$ cat src/rtl/i2c_reg_pkg.sv
// Shared constants for the I2C configuration/status register bank:
// fixed addresses, CTRL bit positions and the default ID byte.
package i2c_reg_pkg;

  localparam logic [7:0] ADDR_ID   = 8'h00;
  localparam logic [7:0] ADDR_ERR  = 8'h7E;
  localparam logic [7:0] ADDR_CTRL = 8'h7F;

  localparam int CTRL_COMMIT = 0;
  localparam int CTRL_LOCK   = 1;
  localparam int CTRL_AUTO   = 2;

  localparam logic [7:0] ID_VALUE_DEF = 8'h66;

endpackage

$ cat src/rtl/i2c_sticky_reg.sv
// One sticky status register: event bits accumulate until a clear strobe,
// and an event arriving in the same cycle as the clear is kept.
module i2c_sticky_reg #(
  parameter int DATA_W = 8
) (
  input  logic              clk,
  input  logic              rst,
  input  logic [DATA_W-1:0] set_i,
  input  logic              clr_i,
  output logic [DATA_W-1:0] q_o
);

  // Accumulate events; clear drops old bits but new events still land
  always_ff @(posedge clk) begin
    if (rst) begin
      q_o <= '0;
    end else begin
      q_o <= (q_o & ~{DATA_W{clr_i}}) | set_i;
    end
  end

endmodule

$ cat src/rtl/i2c_reg_bank.sv
// Register bank behind the I2C slave byte interface: staged config
// registers with commit/auto-commit, clear-on-read sticky status, a
// one-way write-protect lock and a saturating illegal-write counter.
module i2c_reg_bank
  import i2c_reg_pkg::*;
#(
  parameter int                        NUM_CFG   = 13,
  parameter int                        NUM_STAT  = 4,
  parameter int                        STAT_BASE = 8'h40,
  parameter int                        DATA_W    = 8,
  parameter int                        ADDR_W    = 8,
  parameter logic [DATA_W-1:0]         ID_VALUE  = DATA_W'(ID_VALUE_DEF),
  parameter logic [NUM_CFG*DATA_W-1:0] CFG_RST   = '0
) (
  input  logic                        clk,
  input  logic                        rst,
  input  logic [ADDR_W-1:0]           addr,
  input  logic [DATA_W-1:0]           dataIn,
  input  logic                        writeEn,
  input  logic                        readEn,
  output logic [DATA_W-1:0]           dataOut,
  output logic [NUM_CFG*DATA_W-1:0]   cfg_o,
  output logic                        cfg_upd_o,
  input  logic [NUM_STAT*DATA_W-1:0]  stat_i,
  output logic                        locked_o
);

  logic [NUM_CFG*DATA_W-1:0] shadow_q;
  logic [NUM_CFG*DATA_W-1:0] active_q;
  logic                      lock_q;
  logic                      auto_q;
  logic [7:0]                err_q;
  logic                      upd_q;
  logic [DATA_W-1:0]         sticky_q [NUM_STAT];

  logic              is_id, is_err, is_ctrl, is_cfg, is_stat, is_mapped;
  logic              cfg_wr_ok, commit, err_evt;
  logic [DATA_W-1:0] rd_data;

  // Address decode and read mux; status reads return the pre-clear value
  always_comb begin
    is_id   = (addr == ADDR_W'(ADDR_ID));
    is_err  = (addr == ADDR_W'(ADDR_ERR));
    is_ctrl = (addr == ADDR_W'(ADDR_CTRL));
    is_cfg  = 1'b0;
    is_stat = 1'b0;
    rd_data = '0;
    if (is_id)   rd_data = ID_VALUE;
    if (is_err)  rd_data = DATA_W'(err_q);
    if (is_ctrl) rd_data = DATA_W'({auto_q, lock_q, 1'b0});
    for (int k = 0; k < NUM_CFG; k++) begin
      if (addr == ADDR_W'(k + 1)) begin
        is_cfg  = 1'b1;
        rd_data = shadow_q[k*DATA_W +: DATA_W];
      end
    end
    for (int k = 0; k < NUM_STAT; k++) begin
      if (addr == ADDR_W'(STAT_BASE + k)) begin
        is_stat = 1'b1;
        rd_data = sticky_q[k];
      end
    end
    is_mapped = is_id | is_err | is_ctrl | is_cfg | is_stat;
    cfg_wr_ok = writeEn & is_cfg & ~lock_q;
    commit    = writeEn & is_ctrl & dataIn[CTRL_COMMIT];
    err_evt   = writeEn & (is_id | is_stat | (is_cfg & lock_q) | ~is_mapped);
  end

  // Config shadows, active copy, CTRL bits, error counter and read data
  always_ff @(posedge clk) begin
    if (rst) begin
      shadow_q <= CFG_RST;
      active_q <= CFG_RST;
      lock_q   <= 1'b0;
      auto_q   <= 1'b0;
      err_q    <= 8'h00;
      upd_q    <= 1'b0;
      dataOut  <= '0;
    end else begin
      upd_q   <= commit | (cfg_wr_ok & auto_q);
      dataOut <= rd_data;
      if (commit) begin
        active_q <= shadow_q;
      end
      for (int k = 0; k < NUM_CFG; k++) begin
        if (cfg_wr_ok && addr == ADDR_W'(k + 1)) begin
          shadow_q[k*DATA_W +: DATA_W] <= dataIn;
          if (auto_q) begin
            active_q[k*DATA_W +: DATA_W] <= dataIn;
          end
        end
      end
      if (writeEn && is_ctrl && !lock_q) begin
        lock_q <= dataIn[CTRL_LOCK];
        auto_q <= dataIn[CTRL_AUTO];
      end
      if (writeEn && is_err) begin
        err_q <= 8'h00;
      end else if (err_evt && err_q != 8'hFF) begin
        err_q <= err_q + 8'h01;
      end
    end
  end

  // One sticky register per status address, cleared when its byte is consumed
  for (genvar g = 0; g < NUM_STAT; g++) begin : g_stat
    i2c_sticky_reg #(.DATA_W(DATA_W)) u_sticky (
      .clk   (clk),
      .rst   (rst),
      .set_i (stat_i[g*DATA_W +: DATA_W]),
      .clr_i (readEn && addr == ADDR_W'(STAT_BASE + g)),
      .q_o   (sticky_q[g])
    );
  end

  assign cfg_o     = active_q;
  assign cfg_upd_o = upd_q;
  assign locked_o  = lock_q;

endmodule

$ cat config.mk
export PLATFORM = sky130hd
export DESIGN_NAME = i2c_reg_bank
export DESIGN_NICKNAME = d
export VERILOG_FILES = /design/src/rtl/i2c_reg_pkg.sv /design/src/rtl/i2c_sticky_reg.sv /design/src/rtl/i2c_reg_bank.sv
export SDC_FILE = /design/constraint.sdc
export NUM_CORES = 1
export LEC_CHECK = 0
export BUFFER_PORTS_ARGS = -buffer_cell sky130_fd_sc_hd__buf_2
export CAP_MARGIN = 0
export CORE_UTILIZATION = 55
export CTS_BUF_LIST = sky130_fd_sc_hd__clkbuf_16
export DETAILED_ROUTE_END_ITERATION = 10
export PLACE_DENSITY = 0.77
export SLEW_MARGIN = 10
export SYNTH_ARGS = -nofsm -noshare
export SYNTH_HDL_FRONTEND = slang
export SYNTH_SLANG_ARGS = --single-unit
$ cat constraint.sdc
create_clock -name clk -period 2.4 [get_ports clk]
set_input_delay 0.24 -clock clk [delete_from_list [all_inputs] [get_ports clk]]
set_output_delay 0.24 -clock clk [all_outputs]
set_load 0.02 [all_outputs]
==> results of run 1 <==
-- what timing repair did --
action / 4_1_cts / 5_1_grt
setup buffers: 0 / 0
hold buffers: 32 / 0
endpoints found under the hold margin: 32 / 0
-- flip-flops by register name (all words and copies together), names as in the netlist --
signal	cells
err_q	8
dataOut	8
g_stat.u_sticky.q_o	32
locked_o	1
cfg_o	104
cfg_upd_o	1
auto_q	1
shadow_q	104
-- Yosys cell counts, types with 9 or more instances --
library cell / count / share of area [%]
o22ai_1: 28 / 1.5
mux2i_1: 160 / 14
buf_1: 15 / 0.48
a211oi_1: 17 / 1.1
nand3_1: 60 / 2.5
a31oi_1: 10 / 0.53
a21oi_1: 161 / 6.8
o21ai_0: 101 / 4.3
dfxtp_1: 259 / 44
nor2_1: 170 / 5.4
clkbuf_1: 95 / 3.0
buf_2: 9 / 0.38
a311oi_1: 15 / 1.1
nor3_1: 21 / 0.89
nand2_1: 116 / 3.7
-- kinds of logic after synthesis --
family                     share of synthesized area [%]
buffers and inverters                               4.15
DFF                                                 43.8
AOI/OAI and AO/OA                                   20.4
adders and majority gates                          0.106
and+or+nand+nor                                     16.8
muxes                                               14.3
xor gates and xnor gates                           0.517
-- metal layers --
metal / routed length, um / up-vias
li1: - / 5445
met1: 17800 / 5670
met2: 18500 / 605
met3: 3430 / 103
met4: 1310 / 0
met5: 0 / -
-- per-stage QoR --
step                setup slack, ns  instance area [sq um]  hold slack (ns)  setup TNS [ns]
floorplan                     0.212                  11900            0.357               0
global placement             -0.160                  13400            0.445          -0.167
detailed placement           -0.173                  13400            0.449          -0.317
CTS                           0.327                  14500            0.108               0
global route                  0.185                  14500            0.111               0
finish                        0.279                  14500            0.115               0
-- report_power, final --
part           switching (W)  internal [W]  leakage [nW]
Combinational       0.000422      0.000221          3.71
Clock                0.00174       0.00204         0.401
Sequential         0.0000379       0.00434          2.10
-- worst max path at each step --
stage,start,end,slack (ns),cells after the start
after floorplan,addr[5],shadow_q[41],0.21,8
after global placement,addr[5],dataOut[3],-0.16,8
after detailed placement,addr[5],dataOut[3],-0.17,8
after CTS,locked_o,shadow_q[63],0.33,8
after global routing,locked_o,shadow_q[20],0.19,7
final,locked_o,shadow_q[63],0.28,8
-- critical path, cell delays in order, from the launching register on --
cell	delay, ns
dfxtp_1	0.31
inv_1	0.19
nand4_2	0.21
or2_1	0.39
buf_4	0.22
nor3_4	0.19
buf_12	0.16
mux2i_1	0.22
nor2_1	0.07
-- final cells by class --
class,count,area share [%]
clock buffers,27,4.64
clock inverters,22,0.740
inverters,6,0.155
multi-input cells,1007,42.5
flip-flops and latches,259,35.6
well taps,275,2.37
repair buffers,298,14.0
==> impl_metrics.yaml, run 1 <==
outcome:
  status: "complete, no violations"
finish:
  multi_input_comb_area_sq_mm: 0.00618
  area_growth_syn_to_layout_pct: 22.8
  fin_util_pct: 69.0
  seq_area_sq_mm: 0.00518
  final_nets: 1652
  layout_commonest_cell: "dfxtp_1"
  antenna_cells: 0
  layout.cells.non_filler: 1894
  drive_gt1_share_pct: 21.2
  final_cell_mix: "259 x dfxtp_1, 170 x nor2_1, 164 x buf_2"
  final.fill_count: 1700
global_routing:
  grt_pass1_wl_mm: 62.9
  gr-total-overflow: 0
  grt_use_met1_pct: 51.5
  use_met2_pct: 56.7
  grt_pass1_vias: 10900
  track_usage_pct: 36.5
  antenna_found_initial: 0
  grt_max_degree: 160
  grt_use_met3_pct: 4.83
  busiest_layer: "met2"
power:
  power.density_mw_per_mm2: 605
  p_leak_nw: 6.21
  finalPower_w: 0.00881
  peakVddDrop_mv: 0.520
worst_setup_path:
  criticalPathCategory: "reg2reg"
  critical_path_required_ns: 2.78
  cp-end-kind: "flop"
  start_kind: "flop"
  arrival_ns: 2.50
  reg2reg_depth: 8
  critPathMaxFanout: 8
  r2r_start: "locked_o"
  r2r_slack_ns: 0.28
  reg2reg_to: "shadow_q[63]"
logic_synthesis:
  synthDistinctLibCells: 69
  synth_ff_type: "dfxtp_1"
  synth-async-reset-ratio_pct: 0
  syn_inst: 1392
  syn-num-nets: 1445
  synth-edff-count: 0
  ys_seq_area_share_pct: 43.8
  ys_warn_count: 0
  avgSynthCellArea_sq_um: 8.51
  ys_ff_latch: 259
  syn_area_sq_mm: 0.0119
sta:
  min_period_ns: 2.12
  finalSetupViolations: 0
  relSlewSlack_pct: 52.2
  clock_skew_ns: 0.0282
  rsz0062_at_grt: "no"
  slew_violations: 0
  finalHoldViolations: 0
  timing.final.crit_share_pct: 88.4
  fmax_mhz: 471
  tightest_slew_ns: 0.717
route:
  viasPerCell: 6.24
  routedWlPerCell_um: 21.6
  vias: 11800
  drtPass1Iterations: 5
  initialDrtViolationCount: 1206
  wirelength_mm: 41.0
  detail-route-antenna-nets: 0
  drc: 0
min_path:
  hold-path-endpoint: "shadow_q[0]"
  hold_path_depth: 3
  hold_path_class: "in2reg"
  min_from: "dataIn[0]"
clock_network:
  cts_resized: 0
  worst_skew_pair.late_latency_ns: 0.55
  root_buffer: "clkbuf_16"
  cts_made_buffers: 27
  tritoncts: "yes"
  cts_sinks: 259
  clockBufferDepth: 3
  htreeDepth: 1
  clk_transition_reported_paths_ns: 0.06
floorplanning:
  die_y_um: 149
  fp-row-count: 53
  io_pins: 166
  initial_utilization_pct: 56.2
  core_sq_mm: 0.0211
  die_w_um: 149
  dieArea_sq_mm: 0.0221
placed_design:
  hpwl_mm: 28.2
  gp_congestion: 0.973
  dp_cells: 1813
  portBuffers: 165
run:
  max-cap-violations: 0
Power figures use the tool's default switching activity.
==> run 2: changes to the inputs <==
- CORE_ASPECT_RATIO: not set -> 0.8
==> run 2 against run 1 <==
The run now ends with DRC left. First-iteration DRC count rose by 25%. Count of clock-buffer cells in the layout is 2 lower. Register-to-register slack better by 0.05 ns. Total power is essentially flat. Maximum frequency up 2.3%. Final cell count decreased by 1.0%. Largest cell class unchanged. Highest routed layer unchanged.
==> impl_metrics.yaml, run 2 (synthesis gave the netlist of run 1 again) <==
outcome:
  status: "finished, violations left"
  violations: "DRC"
route:
  detail-route-antenna-nets: 0
  drtPass1Iterations: 10
  wirelength_mm: 40.7
  routedWlPerCell_um: 21.7
  vias: 11800
  drc: 6
  initialDrtViolationCount: 1512
  viasPerCell: 6.29
global_routing:
  grt_pass1_vias: 11000
  antenna_found_initial: 0
  track_usage_pct: 36.0
  grt_max_degree: 160
  gr-total-overflow: 0
  grt_pass1_wl_mm: 62.6
worst_setup_path:
  criticalPathCategory: "reg2reg"
  crit_family: "simple AND/OR/NAND/NOR gates"
  max_stage_delay_ns: 0.31
  critical_path_required_ns: 2.78
  start_kind: "flop"
  critPathMaxFanout: 8
  reg2reg_depth: 8
  path_cells: "inv_1 > nand4_2 > or2_1 > buf_4 > nor4_4 > buf_12 > mux2i_1 > nor2_1"
  crit_slowest_cell: "dfxtp_1"
  cp-end-kind: "flop"
  crit_buf_inv: 3
  crit_cells: 8
  r2r_slack_ns: 0.33
  arrival_ns: 2.46
min_path:
  hold_path_depth: 3
  hold_path_class: "in2reg"
finish:
  drive_gt1_share_pct: 20.7
  layout_commonest_cell: "dfxtp_1"
  final.fill_count: 1676
  final_nets: 1643
  antenna_cells: 0
  final_cell_mix: "259 x dfxtp_1, 170 x nor2_1, 164 x buf_2"
  fin_util_pct: 69.5
  area_growth_syn_to_layout_pct: 22.5
power:
  power_frac_comb_pct: 7.2
  peakVddDrop_mv: 0.411
  power.density_mw_per_mm2: 606
  p_clk_share_pct: 43.1
  switchingPower_w: 0.00214
  switching_share_pct: 24.3
  p_seq_share_pct: 49.8
  p_int_w: 0.00666
  p_leak_nw: 6.18
floorplanning:
  initial_utilization_pct: 56.8
  dieArea_sq_mm: 0.0221
  fp-row-count: 47
  die_w_um: 166
  die_y_um: 133
  io_pins: 166
  core_sq_mm: 0.0209
sta:
  min_period_ns: 2.07
  rsz0062_at_grt: "no"
  slew_violations: 0
  tightest_slew_ns: 0.707
  relSlewSlack_pct: 52.9
  timing.final.crit_share_pct: 86.4
  hold_slack_ns: 0.216
  finalSetupViolations: 0
  fmax_mhz: 482
  finalHoldViolations: 0
  clock_skew_ns: 0.00846
clock_network:
  post_cts_buffers: 0
  worst_skew_pair.late_latency_ns: 0.53
  root_buffer: "clkbuf_16"
  cts_made_buffers: 25
  cts_resized: 0
  clockBufferDepth: 3
  cts_sinks: 259
  htreeDepth: 1
  tritoncts: "yes"
  holdBufCountCts: 32
  clk_transition_reported_paths_ns: 0.07
placed_design:
  portBuffers: 165
  hpwl_mm: 28.2
  gp_congestion: 0.990
run:
  max-cap-violations: 0
==> run 2: per-layer routing <==
layer	GRT usage [%]	vias to the layer above	part of all wire, %	wire, um
met3	5.64	116	9.3	3770
met4	16.4	0	4.3	1750
li1	-	5423	-	-
met5	0	-	0	0
met1	48.8	5608	42	17000
met2	56.8	643	45	18300
==> run 2: path summary, 6_finish.rpt <==
kind / from / to
worst max-delay path: locked_o / shadow_q[100]
worst min-delay path: dataIn[6] / shadow_q[86]
worst min register to register: g_stat[3].u_sticky.q_o[5] / g_stat[3].u_sticky.q_o[5]
worst max register to register: locked_o / shadow_q[100]
==> run 2: power groups by stage <==
stage          sequential [W]  clock, W  combinational [W]
3_3_place_gp          0.00447         0           0.000564
6_report              0.00438   0.00379           0.000630
2_1_floorplan         0.00446         0           0.000329
3_5_place_dp          0.00447         0           0.000569
4_1_cts               0.00438   0.00379           0.000610
5_1_grt               0.00438   0.00397           0.000669
==> run 2: final cells by class <==
type                            count  area (sq um)  area share, %
Tap cell                          269           337           2.32
Multi-Input combinational cell   1007          6180           42.6
Clock inverter                     18           133          0.914
Inverter                            6          22.5          0.155
Sequential cell                   259          5180           35.7
Clock buffer                       25           626           4.31
Timing Repair Buffer              291          2030           14.0
==> run 2: worst min-delay path, delay by kind of cell <==
kind                   cells  cell delay [ns]
AOI/OAI and AO/OA          1             0.06
buffers and inverters      1             0.27
and+or+nand+nor            1             0.13
==> run 2: per-stage QoR <==
stage               power [W]  TNS [ns]  std cells  cell area [sq um]  worst slack [ns]
floorplan             0.00479         0       1392              11900             0.212
global placement      0.00504    -0.280       1800              13400            -0.214
detailed placement    0.00504    -0.181       1800              13400            -0.181
CTS                   0.00878         0       1875              14500             0.362
global route          0.00902         0       1875              14500             0.197
finish                0.00880         0       1875              14500             0.326
==> run 3: changes to the inputs <==
- clock period: 2.4 -> 2.2 ns (I/O delays scaled with it)
==> run 3 against run 2 <==
The flow still finishes with violations (DRC). Final cell count up 2.1%. Non-clock buffer count increased by 37. Clock skew is 0.0020 ns lower. Maximum frequency up 0.88%. Clock power is 15% higher.
==> impl_metrics.yaml, run 3 (synthesis gave the netlist of run 1 again) <==
route:
  vias: 12100
  drtPass1Iterations: 11
  drc: 5
  initialDrtViolationCount: 1390
  routedWlPerCell_um: 21.5
  detail-route-antenna-nets: 0
  viasPerCell: 6.30
  wirelength_mm: 41.1
worst_setup_path:
  start_kind: "flop"
  r2r_slack_ns: 0.14
  cp-end-kind: "flop"
  r2r_start: "locked_o"
  reg2reg_to: "cfg_o[78]"
  reg2reg_depth: 9
  criticalPathCategory: "reg2reg"
  critPathLaunch: "locked_o"
  critical_path_required_ns: 2.61
  cp-endpoint: "cfg_o[78]"
  arrival_ns: 2.47
  critPathMaxFanout: 15
clock_network:
  clk_transition_reported_paths_ns: 0.07
  cts_sinks: 259
  tritoncts: "yes"
  cts_made_buffers: 25
  worst_skew_pair.late_latency_ns: 0.52
  htreeDepth: 1
  clockBufferDepth: 3
  root_buffer: "clkbuf_16"
global_routing:
  grt_pass1_wl_mm: 62.5
  antenna_found_initial: 0
  grt_pass1_vias: 11000
  track_usage_pct: 35.9
  gr-total-overflow: 0
  grt_max_degree: 160
sta:
  rsz0062_at_grt: "no"
  finalSetupViolations: 0
  clock_skew_ns: 0.00645
  fmax_mhz: 486
  tightest_slew_ns: 0.711
  slew_violations: 0
  min_period_ns: 2.06
  finalHoldViolations: 0
  timing.final.crit_share_pct: 93.5
  hold_slack_ns: 0.0887
  relSlewSlack_pct: 52.6
floorplanning:
  initial_utilization_pct: 56.8
  io_pins: 166
  die_y_um: 133
  core_sq_mm: 0.0209
  fp-row-count: 47
  die_w_um: 166
  dieArea_sq_mm: 0.0221
power:
  power.density_mw_per_mm2: 661
  p_leak_nw: 6.41
  peakVddDrop_mv: 0.493
finish:
  area_growth_syn_to_layout_pct: 25.7
  design_area_sq_mm: 0.0149
  antenna_cells: 0
  final_nets: 1680
  layout_commonest_cell: "dfxtp_1"
  seq_area_sq_mm: 0.00518
  final.fill_count: 1593
  multi_input_comb_area_sq_mm: 0.00618
  final_cell_mix: "259 x dfxtp_1, 170 x nor2_1, 164 x buf_2"
  drive_gt1_share_pct: 22.3
run:
  max-cap-violations: 0
placed_design:
  hpwl_mm: 28.7
  placed_cell_area_sq_mm: 0.0138
  gp_congestion: 0.989
  portBuffers: 165
min_path:
  hold_path_class: "in2reg"
outcome:
  status: "finished, violations left"
  violations: "DRC"
==> run 3: cell types whose count changed in the layout (fill, tap and decap cells not counted), sizes merged <==
cell	change
buf	+37
bufinv	+2
clkinv	-2
inv	+2
==> run 3: worst max-delay path, cell delays in order (launching register included) <==
cell,delay [ns]
dfxtp_1,0.31
inv_1,0.15
nand4_2,0.22
buf_4,0.21
nor3_1,0.13
buf_4,0.25
nand3_1,0.21
buf_4,0.24
o21ai_0,0.15
a21oi_1,0.06
==> run 3: where the power goes <==
part	switching [W]	internal (W)	leakage [nW]	total, W
combinational	0.000460	0.000260	3.89	0.000720
sequential	0.0000394	0.00474	2.10	0.00478
clock	0.00182	0.00252	0.416	0.00435
==> run 3: what timing repair did <==
| item | 4_1_cts | 5_1_grt |
|---|---|---|
| hold endpoints to repair | 32 | 0 |
| gates resized for setup | 0 | 0 |
| hold buffers | 32 | 0 |
| setup buffers | 0 | 0 |
==> run 3: area by class of cell <==
type / count / share of cell area, %
multi-input combinational: 1007 / 41.5
timing repair buffer: 328 / 15.8
tap: 269 / 2.26
inverter: 6 / 0.151
clock inverter: 20 / 1.26
clock buffer: 25 / 4.20
sequential: 259 / 34.8
==> run 3: worst min-delay path by stage <==
stage | endpoint | startpoint | cells past startpoint
2_1_floorplan | g_stat[0].u_sticky.q_o[0] | stat_i[0] | 2
3_3_place_gp | g_stat[1].u_sticky.q_o[0] | stat_i[8] | 3
3_5_place_dp | g_stat[1].u_sticky.q_o[5] | stat_i[13] | 3
4_1_cts | shadow_q[16] | dataIn[0] | 3
5_1_grt | shadow_q[16] | dataIn[0] | 3
6_report | shadow_q[16] | dataIn[0] | 3
==> run 3: stage by stage <==
step	utilization, %	instances	setup slack, ns	TNS (ns)	total power, W
CTS	71.4	1914	0.203	0	0.00982
finish	71.4	1914	0.144	0	0.00984
floorplan	-	1392	0.0315	0	0.00523
global route	71.4	1914	0.0434	0	0.0101
detailed placement	65.9	1837	-0.230	-3.40	0.00553
global placement	65.9	1837	-0.0945	-1.21	0.00552
==> run 3: layer usage <==
| metal | part of all wire (%) | up-vias | track usage [%] |
|---|---|---|---|
| met5 | 0 | - | 0 |
| met4 | 4.2 | 0 | 15.3 |
| met3 | 8.5 | 128 | 4.87 |
| met2 | 45 | 662 | 57.5 |
| met1 | 42 | 5750 | 48.6 |
| li1 | - | 5515 | - |
